File: src/rtl/fifo_arb_pkg.sv
// Shared widths and requester index type for the arbitrated FIFO write controller.
package fifo_arb_pkg;

  localparam int ADDR_WIDTH = 3;
  localparam int PTR_WIDTH  = 4;

  typedef enum logic {
    REQ0 = 1'b0,
    REQ1 = 1'b1
  } req_idx_e;

  // Round-robin hand-off: the requester that just wrote yields to the other one.
  function automatic req_idx_e other_req(input req_idx_e idx);
    return (idx == REQ0) ? REQ1 : REQ0;
  endfunction

endpackage

File: src/rtl/fifo_wr_arb_cntrl_if.sv
// Handshake bundle between two write requesters / memory and the controller.
// The occupancy signal exists only when FIFO_WR_ARB_CNT_EN is defined.
interface fifo_wr_arb_cntrl_if #(
  parameter int DATA_WIDTH = 8
);
  import fifo_arb_pkg::*;

  logic                  req0;
  logic                  req1;
  logic [DATA_WIDTH-1:0] wdata0;
  logic [DATA_WIDTH-1:0] wdata1;
  logic                  rd_en;
  logic                  gnt0;
  logic                  gnt1;
  logic                  wclkEn;
  logic [ADDR_WIDTH-1:0] waddr;
  logic [ADDR_WIDTH-1:0] raddr;
  logic [DATA_WIDTH-1:0] wdata;
  logic                  full;
  logic                  empty;
  logic                  ovf;
`ifdef FIFO_WR_ARB_CNT_EN
  logic [PTR_WIDTH-1:0]  occupancy;
`endif

  modport master (
    output req0, req1, wdata0, wdata1, rd_en,
    input  gnt0, gnt1, wclkEn, waddr, raddr, wdata, full, empty,
`ifdef FIFO_WR_ARB_CNT_EN
    input  occupancy,
`endif
    input  ovf
  );

  modport slave (
    input  req0, req1, wdata0, wdata1, rd_en,
    output gnt0, gnt1, wclkEn, waddr, raddr, wdata, full, empty,
`ifdef FIFO_WR_ARB_CNT_EN
    output occupancy,
`endif
    output ovf
  );

endinterface

File: src/rtl/fifo_wr_arb_cntrl_rr_arb2.sv
// Two-way round-robin grant: a lone request always wins, a tie goes to the priority holder.
module rr_arb2
  import fifo_arb_pkg::*;
(
  input  logic [1:0] req,
  input  logic       en,
  input  req_idx_e   prio,
  output logic [1:0] gnt
);

  // Combinational one-hot grant, forced to zero while disabled.
  always_comb begin
    gnt = 2'b00;
    if (en) begin
      case (req)
        2'b01:   gnt = 2'b01;
        2'b10:   gnt = 2'b10;
        2'b11:   gnt = (prio == REQ0) ? 2'b01 : 2'b10;
        default: gnt = 2'b00;
      endcase
    end else begin
      gnt = 2'b00;
    end
  end

endmodule

File: src/rtl/fifo_wr_arb_cntrl.sv
// Write-side controller of an 8-entry FIFO shared by two round-robin requesters.
// Optional occupancy output is enabled by defining FIFO_WR_ARB_CNT_EN.
module fifo_wr_arb_cntrl
  import fifo_arb_pkg::*;
#(
  parameter int DATA_WIDTH  = 8,
  parameter int NUM_OF_REGS = 8
) (
  input logic                CLK,
  input logic                RST,
  fifo_wr_arb_cntrl_if.slave bus
);

  // With depth 8 a pointer gap of 8 is exactly "address equal, wrap bit different".
  localparam logic [PTR_WIDTH-1:0] DEPTH = PTR_WIDTH'(NUM_OF_REGS);

  logic [PTR_WIDTH-1:0]  wr_ptr_q, wr_ptr_d;
  logic [PTR_WIDTH-1:0]  rd_ptr_q, rd_ptr_d;
  req_idx_e              prio_q, prio_d;
  logic                  ovf_q, ovf_d;
  logic [PTR_WIDTH-1:0]  fill_s;
  logic                  empty_s;
  logic                  full_s;
  logic                  arb_en_s;
  logic                  wclken_s;
  logic                  rd_fire_s;
  logic [1:0]            gnt_s;
  logic [DATA_WIDTH-1:0] wdata_s;

  assign fill_s    = wr_ptr_q - rd_ptr_q;
  assign empty_s   = (wr_ptr_q == rd_ptr_q);
  assign full_s    = (fill_s == DEPTH);
  // Grants are combinational, so they are also masked while reset is held.
  assign arb_en_s  = ~full_s & RST;
  assign wclken_s  = |gnt_s;
  assign rd_fire_s = bus.rd_en & ~empty_s;

  rr_arb2 u_rr_arb2 (
    .req  ({bus.req1, bus.req0}),
    .en   (arb_en_s),
    .prio (prio_q),
    .gnt  (gnt_s)
  );

  // Write data of the granted requester, zero when nobody is granted.
  always_comb begin
    wdata_s = {DATA_WIDTH{1'b0}};
    case (gnt_s)
      2'b01:   wdata_s = bus.wdata0;
      2'b10:   wdata_s = bus.wdata1;
      default: wdata_s = {DATA_WIDTH{1'b0}};
    endcase
  end

  // Next-state for pointers, priority and the sticky overflow flag.
  always_comb begin
    wr_ptr_d = wr_ptr_q;
    rd_ptr_d = rd_ptr_q;
    prio_d   = prio_q;
    ovf_d    = ovf_q;
    if (wclken_s) begin
      wr_ptr_d = wr_ptr_q + 4'd1;
      prio_d   = other_req(gnt_s[1] ? REQ1 : REQ0);
    end else begin
      wr_ptr_d = wr_ptr_q;
      prio_d   = prio_q;
    end
    if (rd_fire_s) begin
      rd_ptr_d = rd_ptr_q + 4'd1;
    end else begin
      rd_ptr_d = rd_ptr_q;
    end
    if ((bus.req0 | bus.req1) & full_s) begin
      ovf_d = 1'b1;
    end else begin
      ovf_d = ovf_q;
    end
  end

  // State flops, cleared asynchronously by the active-low reset.
  always_ff @(posedge CLK or negedge RST) begin
    if (!RST) begin
      wr_ptr_q <= 4'd0;
      rd_ptr_q <= 4'd0;
      prio_q   <= REQ0;
      ovf_q    <= 1'b0;
    end else begin
      wr_ptr_q <= wr_ptr_d;
      rd_ptr_q <= rd_ptr_d;
      prio_q   <= prio_d;
      ovf_q    <= ovf_d;
    end
  end

  assign bus.gnt0   = gnt_s[0];
  assign bus.gnt1   = gnt_s[1];
  assign bus.wclkEn = wclken_s;
  assign bus.waddr  = wr_ptr_q[ADDR_WIDTH-1:0];
  assign bus.raddr  = rd_ptr_q[ADDR_WIDTH-1:0];
  assign bus.wdata  = wdata_s;
  assign bus.full   = full_s;
  assign bus.empty  = empty_s;
  assign bus.ovf    = ovf_q;
`ifdef FIFO_WR_ARB_CNT_EN
  assign bus.occupancy = fill_s;
`endif

endmodule

File: src/flat_wrapper.sv
// flat-port wrapper written by rule: the top's interface ports become plain ports
module fifo_wr_arb_cntrl_flat import fifo_arb_pkg::*;
#(
  parameter int DATA_WIDTH  = 8,
  parameter int NUM_OF_REGS = 8
)
  (CLK, RST, bus_req0, bus_req1, bus_wdata0, bus_wdata1, bus_rd_en, bus_gnt0, bus_gnt1, bus_wclkEn, bus_waddr, bus_raddr, bus_wdata, bus_full, bus_empty, bus_ovf);
  fifo_wr_arb_cntrl_if #(.DATA_WIDTH(DATA_WIDTH)) bus_i ();
  input logic CLK;
  input logic RST;
  input wire logic [$bits(bus_i.req0)-1:0] bus_req0;
  input wire logic [$bits(bus_i.req1)-1:0] bus_req1;
  input wire logic [$bits(bus_i.wdata0)-1:0] bus_wdata0;
  input wire logic [$bits(bus_i.wdata1)-1:0] bus_wdata1;
  input wire logic [$bits(bus_i.rd_en)-1:0] bus_rd_en;
  output wire logic [$bits(bus_i.gnt0)-1:0] bus_gnt0;
  output wire logic [$bits(bus_i.gnt1)-1:0] bus_gnt1;
  output wire logic [$bits(bus_i.wclkEn)-1:0] bus_wclkEn;
  output wire logic [$bits(bus_i.waddr)-1:0] bus_waddr;
  output wire logic [$bits(bus_i.raddr)-1:0] bus_raddr;
  output wire logic [$bits(bus_i.wdata)-1:0] bus_wdata;
  output wire logic [$bits(bus_i.full)-1:0] bus_full;
  output wire logic [$bits(bus_i.empty)-1:0] bus_empty;
  output wire logic [$bits(bus_i.ovf)-1:0] bus_ovf;
  assign bus_i.req0 = bus_req0;
  assign bus_i.req1 = bus_req1;
  assign bus_i.wdata0 = bus_wdata0;
  assign bus_i.wdata1 = bus_wdata1;
  assign bus_i.rd_en = bus_rd_en;
  assign bus_gnt0 = bus_i.gnt0;
  assign bus_gnt1 = bus_i.gnt1;
  assign bus_wclkEn = bus_i.wclkEn;
  assign bus_waddr = bus_i.waddr;
  assign bus_raddr = bus_i.raddr;
  assign bus_wdata = bus_i.wdata;
  assign bus_full = bus_i.full;
  assign bus_empty = bus_i.empty;
  assign bus_ovf = bus_i.ovf;
  fifo_wr_arb_cntrl #(.DATA_WIDTH(DATA_WIDTH), .NUM_OF_REGS(NUM_OF_REGS)) u_core (.CLK(CLK), .RST(RST), .bus(bus_i));
endmodule
File: config.mk
export PLATFORM = sky130hd
export DESIGN_NAME = fifo_wr_arb_cntrl_flat
export DESIGN_NICKNAME = d
export VERILOG_FILES = /design/src/rtl/fifo_arb_pkg.sv /design/src/rtl/fifo_wr_arb_cntrl_if.sv /design/src/rtl/fifo_wr_arb_cntrl_rr_arb2.sv /design/src/rtl/fifo_wr_arb_cntrl.sv /design/src/flat_wrapper.sv
export SDC_FILE = /design/constraint.sdc
export NUM_CORES = 1
export LEC_CHECK = 0
export ABC_AREA = 1
export CAP_MARGIN = 20
export CORE_MARGIN = 2
export CORE_UTILIZATION = 40
export CTS_CLUSTER_SIZE = 10
export DETAILED_ROUTE_END_ITERATION = 8
export GPL_ROUTABILITY_DRIVEN = 0
export HOLD_SLACK_MARGIN = 0.02
export PLACE_DENSITY = 0.82
export RECOVER_POWER = 100
export SLEW_MARGIN = 15
export SYNTH_ARGS = -nofsm -noshare
export SYNTH_HDL_FRONTEND = slang
export SYNTH_SLANG_ARGS = --single-unit
File: constraint.sdc
create_clock -name CLK -period 4 [get_ports CLK]
set_input_delay 1.2 -clock CLK [delete_from_list [all_inputs] [get_ports CLK]]
set_output_delay 1.2 -clock CLK [all_outputs]
set_load 0.01 [all_outputs]
==> results of run 1 <==
layer usage:
layer  track usage [%]  wire [um]  vias to the layer above
li1                  -          -                      436
met1              23.8       1010                      423
met2              40.1       1390                       26
met3              4.29         90                        8
met4              9.05         78                        0
met5                 0          0                        -
kinds of logic after synthesis:
kind of cell	Yosys count
xor gates and xnor gates	6
DFF	10
adders and majority gates	8
buffers and inverters	27
and+or+nand+nor	52
AOI/OAI and AO/OA	11
timing repair:
| item | in CTS | in global routing |
|---|---|---|
| endpoints found under the setup margin | 10 | 10 |
| buffers inserted | 2 | 0 |
| pin swaps | 1 | 5 |
| hold buffers | 0 | 0 |
| endpoints found under the hold margin | 0 | 0 |
| gates cloned | 0 | 0 |
| gates resized for setup | 17 | 35 |
layout make-up:
| cell class | count | area, um^2 | area share [%] |
|---|---|---|---|
| inverters | 19 | 71.3 | 5.48 |
| multi-input cells | 77 | 493 | 37.8 |
| well taps | 27 | 33.8 | 2.59 |
| flip-flops and latches | 10 | 250 | 19.2 |
| repair buffers | 49 | 418 | 32.1 |
| clock buffers | 4 | 36.3 | 2.79 |
sequential cells by signal, indices dropped and copies added (netlist names):
register / cells
u_core.wr_ptr_q: 4
u_core.prio_q: 1
u_core.rd_ptr_q: 4
u_core.bus.ovf: 1
power by group:
| group | total, mW | leakage (nW) | internal, mW | switching [mW] |
|---|---|---|---|---|
| clock | 0.0944 | 0.0210 | 0.0554 | 0.0390 |
| combinational | 0.577 | 0.520 | 0.255 | 0.322 |
| sequential | 0.210 | 0.114 | 0.152 | 0.0585 |
cell usage in the layout (no fill, tap or decap), drive strengths merged:
| cell | n |
|---|---|
| dfrtp | 10 |
| buf | 7 |
| xnor2 | 2 |
| dlygate4sd2 | 1 |
| xor2 | 4 |
| nor2 | 3 |
| ha | 8 |
| o21bai | 1 |
| nand3 | 8 |
| nand2 | 39 |
| clkdlybuf4s50 | 18 |
| inv | 19 |
| a21boi | 1 |
| a21oi | 9 |
| dlymetal6s2s | 3 |
| nand4 | 2 |
| clkbuf | 14 |
| dlygate4sd3 | 10 |
critical path, cell delays in order:
cell             delay [ns]
clkdlybuf4s50_1        0.53
nand3_1                0.15
inv_1                  0.14
buf_4                  0.12
clkdlybuf4s50_1        0.53
path summary, 6_finish.rpt:
path | start | to | slack [ns] | cells after the start
max | RST | bus_gnt0 | 0.12 | 5
min | u_core.bus.ovf | u_core.bus.ovf | 0.47 | 1
max reg2reg | u_core.rd_ptr_q[1] | u_core.wr_ptr_q[2] | 1.70 | 15
min reg2reg | u_core.bus.ovf | u_core.bus.ovf | 0.47 | 1
max in group asynchronous | RST | u_core.rd_ptr_q[0] | 2.16 | 2
min in group asynchronous | RST | u_core.bus.ovf | 1.46 | 2
==> impl_metrics.env, run 1 <==
export IMPL_outcome="complete, no violations"
export IMPL_floorplan_die_height_um=49.2
export IMPL_dpl_cell_count=180
export IMPL_clk_latency_ns=0.27
export IMPL_yosys_area_share_simple_pct=28.3
export IMPL_hp_class="flip-flop to flip-flop"
export IMPL_ir_drop_mv=0.472
export IMPL_postSynthAreaPerCell_um2=7.18
export IMPL_worst_slew_pin_transition_ns=0.575
export IMPL_synthCells=114
export IMPL_synth_edf_count=0
export IMPL_dp_slack_ns=-0.471
export IMPL_max_slew_margin_pct=61.7
export IMPL_synthMuxAreaShare_pct=0
export IMPL_cts_max_path_buffers=2
export IMPL_rows=16
export IMPL_first_pass_iters=4
export IMPL_hold_viol=0
export IMPL_drive_above_1_share_pct=17.6
export IMPL_power_density_nw_per_um2=677
export IMPL_numCtsBuffers=3
export IMPL_synth_nets=143
export IMPL_skew_ns=0.00260
export IMPL_drc=0
export IMPL_wirelength_mm=2.56
export IMPL_synth_cell_type_count=18
export IMPL_final_cell_area_um2=1300
export IMPL_post_route_period_util_pct=96.9
export IMPL_layout_setup_ws_ns=0.123
export IMPL_num_vias=893
export IMPL_crit_path_max_fanout=3
export IMPL_arrival_ns=2.68
export IMPL_cts_htree_levels=1
export IMPL_seq_area_frac_synth_pct=30.6
export IMPL_synth_common_cells="nand2_1 (37), inv_1 (18), dfrtp_1 (10)"
export IMPL_wire_per_inst_um=13.8
export IMPL_drtAntennaViolNets=0
export IMPL_synth_compound_area_share_pct=7.34
export IMPL_async_reset_ff_share_pct=100
export IMPL_root_buffer="clkbuf_4"
export IMPL_synth_area_leaders="dfrtp_1 (31%), nand2_1 (17%), ha_1 (12%), inv_1 (8.3%), a21oi_1 (5.5%)"
export IMPL_worstPathRequired_ns=2.80
export IMPL_ys_ff_latch=10
export IMPL_fin_tns_setup_ns=0
export IMPL_viasPerCell=4.80
export IMPL_insertedDiodeCount=0
export IMPL_netlist_area_leader_share_pct=30.6
export IMPL_yosys_warnings=0
export IMPL_dp_hpwl_mm=1.81
export IMPL_power_uw=882
export IMPL_coreArea_um2=1940
export IMPL_grt_pass1_wl_mm=4.04
export IMPL_synth_xor_xnor_area_share_pct=6.42
export IMPL_max_cap_viol_count=0
export IMPL_pin_count=41
export IMPL_num_nets_final=189
export IMPL_io_buffers=40
export IMPL_finalNonFillerCells=186
export IMPL_clkTransAtPathRegs_ns=0.07
export IMPL_synthAdderAreaFrac_pct=12.2
export IMPL_dpl_cell_area_um2=1250
export IMPL_antenna_found_initial=0
export IMPL_cts_sinks=10
export IMPL_synth_area_um2=818
export IMPL_cts_tree="done"
export IMPL_start_kind="primary input"
export IMPL_overflow=0
export IMPL_first_iter_violations=12
export IMPL_crit_type="primary input to output port"
export IMPL_n_fill_cell=170
export IMPL_grt_max_degree=11
export IMPL_grt_pass1_vias=892
export IMPL_slew_violations=0
export IMPL_syn2layout_area_growth_pct=59.2
export IMPL_ys_flop_type="dfrtp_1"
export IMPL_fp_dieW_um=49.2
export IMPL_yosysTopAreaCell="dfrtp_1"
export IMPL_fmax_ghz=0.258
export IMPL_grt_usage_pct=21.7
export IMPL_synth_most_common_cell="nand2_1"
export IMPL_dieArea_um2=2420
export IMPL_finalSetupViolations=0
export IMPL_grt_setup_unrepaired="false"
export IMPL_p_leak_nw=0.655
export IMPL_period_minus_slack_ns=3.88
export IMPL_synth_top_family_by_area="simple AND/OR/NAND/NOR gates"
export IMPL_holdWs_ns=0.475
export IMPL_end_kind="output port"
export IMPL_start_util_pct=42.1
export IMPL_utilization_pct=67.1
Power figures use the tool's default switching activity.
==> run 2: changes to the inputs <==
CELL_PAD_IN_SITES_DETAIL_PLACEMENT = 0   (was unset)
CELL_PAD_IN_SITES_GLOBAL_PLACEMENT = 2   (was unset)
CORE_UTILIZATION = 21   (was 40)
PLACE_DENSITY = 0.84   (was 0.82)
SLEW_MARGIN = 20   (was 15)
==> run 2 against run 1 <==
Net effect:
- count of clock-buffer cells in the layout is 1 lower
- combinational power down 2%
- cell count is 13% higher
- critical path type unchanged
- largest cell class unchanged
==> impl_metrics.env, run 2 (synthesized netlist as in run 1, its figures left out) <==
export IMPL_outcome="complete, no violations"
export IMPL_pin_count=41
export IMPL_slew_violations=0
export IMPL_dpl_cell_count=203
export IMPL_layout_commonest_cell="nand2_1"
export IMPL_wire_per_inst_um=10.6
export IMPL_hp_class="flip-flop to flip-flop"
export IMPL_final_cell_area_um2=1360
export IMPL_clk_latency_ns=0.23
export IMPL_holdWs_ns=0.470
export IMPL_drc=0
export IMPL_ir_drop_mv=0.237
export IMPL_drtAntennaViolNets=0
export IMPL_arrival_ns=2.65
export IMPL_crit_type="primary input to output port"
export IMPL_dp_hpwl_mm=1.80
export IMPL_n_fill_cell=393
export IMPL_max_slew_margin_pct=67.8
export IMPL_grt_pass1_wl_mm=3.55
export IMPL_num_vias=839
export IMPL_finalSetupViolations=0
export IMPL_post_route_period_util_pct=96.2
export IMPL_fp_dieW_um=66.4
export IMPL_grt_max_degree=10
export IMPL_cts_htree_levels=1
export IMPL_numCtsBuffers=3
export IMPL_utilization_pct=36.6
export IMPL_num_nets_final=193
export IMPL_grt_pass1_vias=834
export IMPL_viasPerCell=4.00
export IMPL_start_kind="primary input"
export IMPL_antenna_found_initial=0
export IMPL_worst_slew_pin_transition_ns=0.482
export IMPL_cts_max_path_buffers=2
export IMPL_insertedDiodeCount=0
export IMPL_crit_path_max_fanout=4
export IMPL_layout_common_cells="nand2_1 (37), clkdlybuf4s50_1 (18), inv_1 (16)"
export IMPL_start_util_pct=22.0
export IMPL_cts_tree="done"
export IMPL_wirelength_mm=2.22
export IMPL_power_uw=878
export IMPL_period_minus_slack_ns=3.85
export IMPL_grt_setup_unrepaired="false"
export IMPL_grt_usage_pct=10.7
export IMPL_drive_above_1_share_pct=18.5
export IMPL_end_kind="output port"
export IMPL_holdBufCountCts=0
export IMPL_overflow=0
export IMPL_first_pass_iters=4
export IMPL_cts_sinks=10
export IMPL_dieArea_um2=4410
export IMPL_coreArea_um2=3720
export IMPL_max_cap_viol_count=0
export IMPL_fmax_ghz=0.260
export IMPL_worstPathRequired_ns=2.80
export IMPL_rows=22
export IMPL_finalNonFillerCells=210
export IMPL_reg_top3="u_core.rd_ptr_q x4, u_core.wr_ptr_q x4"
export IMPL_first_iter_violations=22
export IMPL_syn2layout_area_growth_pct=66.4
export IMPL_dpl_cell_area_um2=1290
export IMPL_power_density_nw_per_um2=645
export IMPL_io_buffers=40
export IMPL_clkTransAtPathRegs_ns=0.05
export IMPL_skew_ns=0.000701
export IMPL_hold_viol=0
export IMPL_root_buffer="clkbuf_8"
export IMPL_p_leak_nw=0.679
export IMPL_floorplan_die_height_um=66.4
-- run 2: worst paths after layout --
kind,startpoint,endpoint,slack [ns],cells past startpoint
setup / recovery,RST,bus_gnt0,0.15,5
hold / removal,u_core.bus.ovf,u_core.bus.ovf,0.47,1
setup reg to reg,u_core.rd_ptr_q[1],u_core.wr_ptr_q[3],1.82,13
hold reg to reg,u_core.bus.ovf,u_core.bus.ovf,0.47,1
max in group asynchronous,RST,u_core.prio_q,2.15,2
min in group asynchronous,RST,u_core.bus.ovf,1.37,2
-- run 2: cell type report --
class | count | area [um^2] | area share, %
Clock buffer | 3 | 41.3 | 3.03
Inverter | 19 | 71.3 | 5.24
Multi-Input combinational cell | 77 | 485 | 35.7
Sequential cell | 10 | 250 | 18.4
Tap cell | 48 | 60.1 | 4.41
Timing Repair Buffer | 53 | 453 | 33.3
-- run 2: metal layers --
metal | track usage, % | wire, um | vias to the layer above
li1 | - | - | 441
met1 | 13.2 | 1030 | 381
met2 | 17.8 | 1070 | 15
met3 | 2.56 | 89 | 2
met4 | 4.59 | 27 | 0
met5 | 0 | 0 | -
-- run 2: report_power, final --
part | leakage [nW] | internal (mW) | switching, mW
combinational | 0.543 | 0.268 | 0.300
clock | 0.0216 | 0.0655 | 0.0347
sequential | 0.114 | 0.152 | 0.0567
total | 0.679 | 0.486 | 0.392
-- run 2: critical path: stages --
cell	delay, ns
clkdlybuf4s50_1	0.57
nand3_2	0.14
inv_2	0.10
buf_4	0.10
clkdlybuf4s50_1	0.53
-- run 2: what timing repair did --
action,CTS,global route
setup endpoints to repair,11,10
gates resized for setup,40,11
buffers inserted,2,2
pin swaps,1,3
-- run 2: per-stage QoR --
step           setup TNS, ns  setup WS (ns)
2_1_floorplan              0          0.450
4_1_cts            -0.000939      -0.000939
3_3_place_gp           -3.81         -0.479
5_1_grt                    0         0.0401
3_5_place_dp           -3.96         -0.497
6_report                   0          0.154
==> run 3: changes to the inputs <==
CORE_MARGIN = unset   (was 2)
==> run 3 against run 2 <==
Net effect:
- maximum frequency down 2.6%
- core utilization grew 1.5 points
- highest routed layer unchanged
- clock power grew 28%
- sequential share of layout area decreased by 0.59 points
- non-clock buffer count unchanged
- total power grew 7.2%
- cell count is 0.48% higher
- setup slack lost 0.10 ns
==> impl_metrics.env, run 3 (synthesized netlist as in run 1, its figures left out) <==
export IMPL_wirelength_mm=2.14
export IMPL_critical_path_cell_chain="clkdlybuf4s50_1, a21boi_4, nand3_2, inv_2, buf_4, clkdlybuf4s50_1"
export IMPL_viasPerCell=3.95
export IMPL_reg_top3="u_core.rd_ptr_q x4, u_core.wr_ptr_q x4"
export IMPL_insertedDiodeCount=0
export IMPL_holdPathEnd="u_core.bus.ovf"
export IMPL_finalSetupViolations=0
export IMPL_start_kind="primary input"
export IMPL_power_uw=941
export IMPL_grt_setup_unrepaired="true"
export IMPL_clkTransAtPathRegs_ns=0.05
export IMPL_syn2layout_area_growth_pct=71.9
export IMPL_worstPathRequired_ns=2.80
export IMPL_reg2reg_from="u_core.rd_ptr_q[1]"
export IMPL_power_density_nw_per_um2=669
export IMPL_first_pass_iters=4
export IMPL_post_route_period_util_pct=98.7
export IMPL_outcome="complete, no violations"
export IMPL_max_cap_viol_count=0
export IMPL_start_util_pct=22.2
export IMPL_r2r_end="u_core.wr_ptr_q[2]"
export IMPL_p_leak_nw=0.696
export IMPL_dpl_cell_area_um2=1290
export IMPL_dieArea_um2=4150
export IMPL_rr_worst_depth=15
export IMPL_num_vias=833
export IMPL_ir_drop_mv=0.352
export IMPL_layout_common_cells="nand2_1 (37), clkdlybuf4s50_1 (29), inv_1 (15)"
export IMPL_fp_dieW_um=64.4
export IMPL_worst_slew_pin_transition_ns=0.254
export IMPL_critPathMaxStageDelay_ns=0.53
export IMPL_first_iter_violations=12
export IMPL_busiest_layer="met2"
export IMPL_grt_usage_pct=10.9
export IMPL_grt_use_met1_pct=14.9
export IMPL_io_buffers=40
export IMPL_coreArea_um2=3690
export IMPL_crit_type="primary input to output port"
export IMPL_antenna_found_initial=0
export IMPL_period_minus_slack_ns=3.95
export IMPL_crit_path_max_fanout=3
export IMPL_hp_class="flip-flop to flip-flop"
export IMPL_min_path_cells=1
export IMPL_drtAntennaViolNets=0
export IMPL_num_nets_final=193
export IMPL_use_met2_pct=16.4
export IMPL_cts_htree_levels=1
export IMPL_cts_sinks=10
export IMPL_clk_latency_ns=0.24
export IMPL_pin_count=41
export IMPL_numCtsBuffers=3
export IMPL_end_kind="output port"
export IMPL_critPathSlowestCell="clkdlybuf4s50_1"
export IMPL_cts_tree="done"
export IMPL_drc=0
export IMPL_overflow=0
export IMPL_wire_per_inst_um=10.1
export IMPL_r2r_setup_slack_ns=1.93
export IMPL_n_fill_cell=406
export IMPL_grt_util_met3_pct=2.64
export IMPL_slew_violations=0
export IMPL_final_cell_area_um2=1410
export IMPL_skew_ns=0.00231
export IMPL_min_from="u_core.bus.ovf"
export IMPL_layout_commonest_cell="nand2_1"
export IMPL_arrival_ns=2.75
export IMPL_floorplan_die_height_um=64.4
export IMPL_fmax_ghz=0.253
export IMPL_root_buffer="clkbuf_8"
export IMPL_worst_path_most_repeated_cell="clkdlybuf4s50_1"
export IMPL_rows=22
export IMPL_hold_viol=0
export IMPL_grt_pass1_vias=767
export IMPL_drive_above_1_share_pct=24.5
export IMPL_dp_hpwl_mm=1.73
export IMPL_cts_max_path_buffers=2
export IMPL_grt_pass1_wl_mm=3.46
export IMPL_grt_max_degree=10
export IMPL_max_slew_margin_pct=83.0
-- run 3: stage by stage --
stage / hold slack, ns / util [%] / setup TNS [ns] / worst slack [ns] / std cells
2_1_floorplan: 0.443 / - / 0 / 0.450 / 114
3_3_place_gp: 0.461 / 35.1 / -3.85 / -0.483 / 203
3_5_place_dp: 0.467 / 35.1 / -4.05 / -0.495 / 203
4_1_cts: 0.482 / 37.9 / -0.315 / -0.0535 / 209
5_1_grt: 0.501 / 38.1 / -0.0268 / -0.0265 / 211
6_report: 0.470 / 38.1 / 0 / 0.0522 / 211
-- run 3: final cells by class --
type	count	area [um^2]	share of cell area, %
Sequential cell	10	250	17.8
Tap cell	48	60.1	4.27
Timing Repair Buffer	53	462	32.8
Inverter	19	71.3	5.07
Clock buffer	4	55.1	3.91
Multi-Input combinational cell	77	508	36.1
-- run 3: how the worst max path moves through the flow --
stage              endpoint  slack, ns  startpoint  cells after the start
4_1_cts        bus_wdata[0]      -0.05    bus_req0                      8
6_report           bus_gnt0       0.05    bus_req0                      6
3_5_place_dp   bus_wdata[0]      -0.50    bus_req0                      8
3_3_place_gp   bus_wdata[0]      -0.48    bus_req0                      8
2_1_floorplan  bus_wdata[0]       0.45    bus_req0                      7
5_1_grt            bus_gnt0      -0.03    bus_req0                      6
-- run 3: report_power, final --
| part | internal (mW) | switching (mW) | total, mW |
|---|---|---|---|
| logic | 0.298 | 0.302 | 0.600 |
| registers | 0.152 | 0.0612 | 0.213 |
| clock network | 0.0866 | 0.0409 | 0.128 |
| total | 0.537 | 0.404 | 0.941 |
-- run 3: per-layer routing --
layer	routed length, um	up-vias
met3	73	2
met4	19	0
met1	1050	370
li1	-	444
met5	0	-
met2	994	17
-- run 3: what timing repair did --
| action | CTS | global route |
|---|---|---|
| pin swaps | 1 | 2 |
| setup buffers | 2 | 2 |
| resized for setup | 24 | 23 |
| hold buffers | 0 | 0 |
| endpoints found under the setup margin | 11 | 9 |
-- run 3: worst max-delay path, delay by kind of cell --
family	cells	cell delay [ns]
AOI/OAI and AO/OA	1	0.20
and+or+nand+nor	1	0.14
buffers and inverters	4	1.21
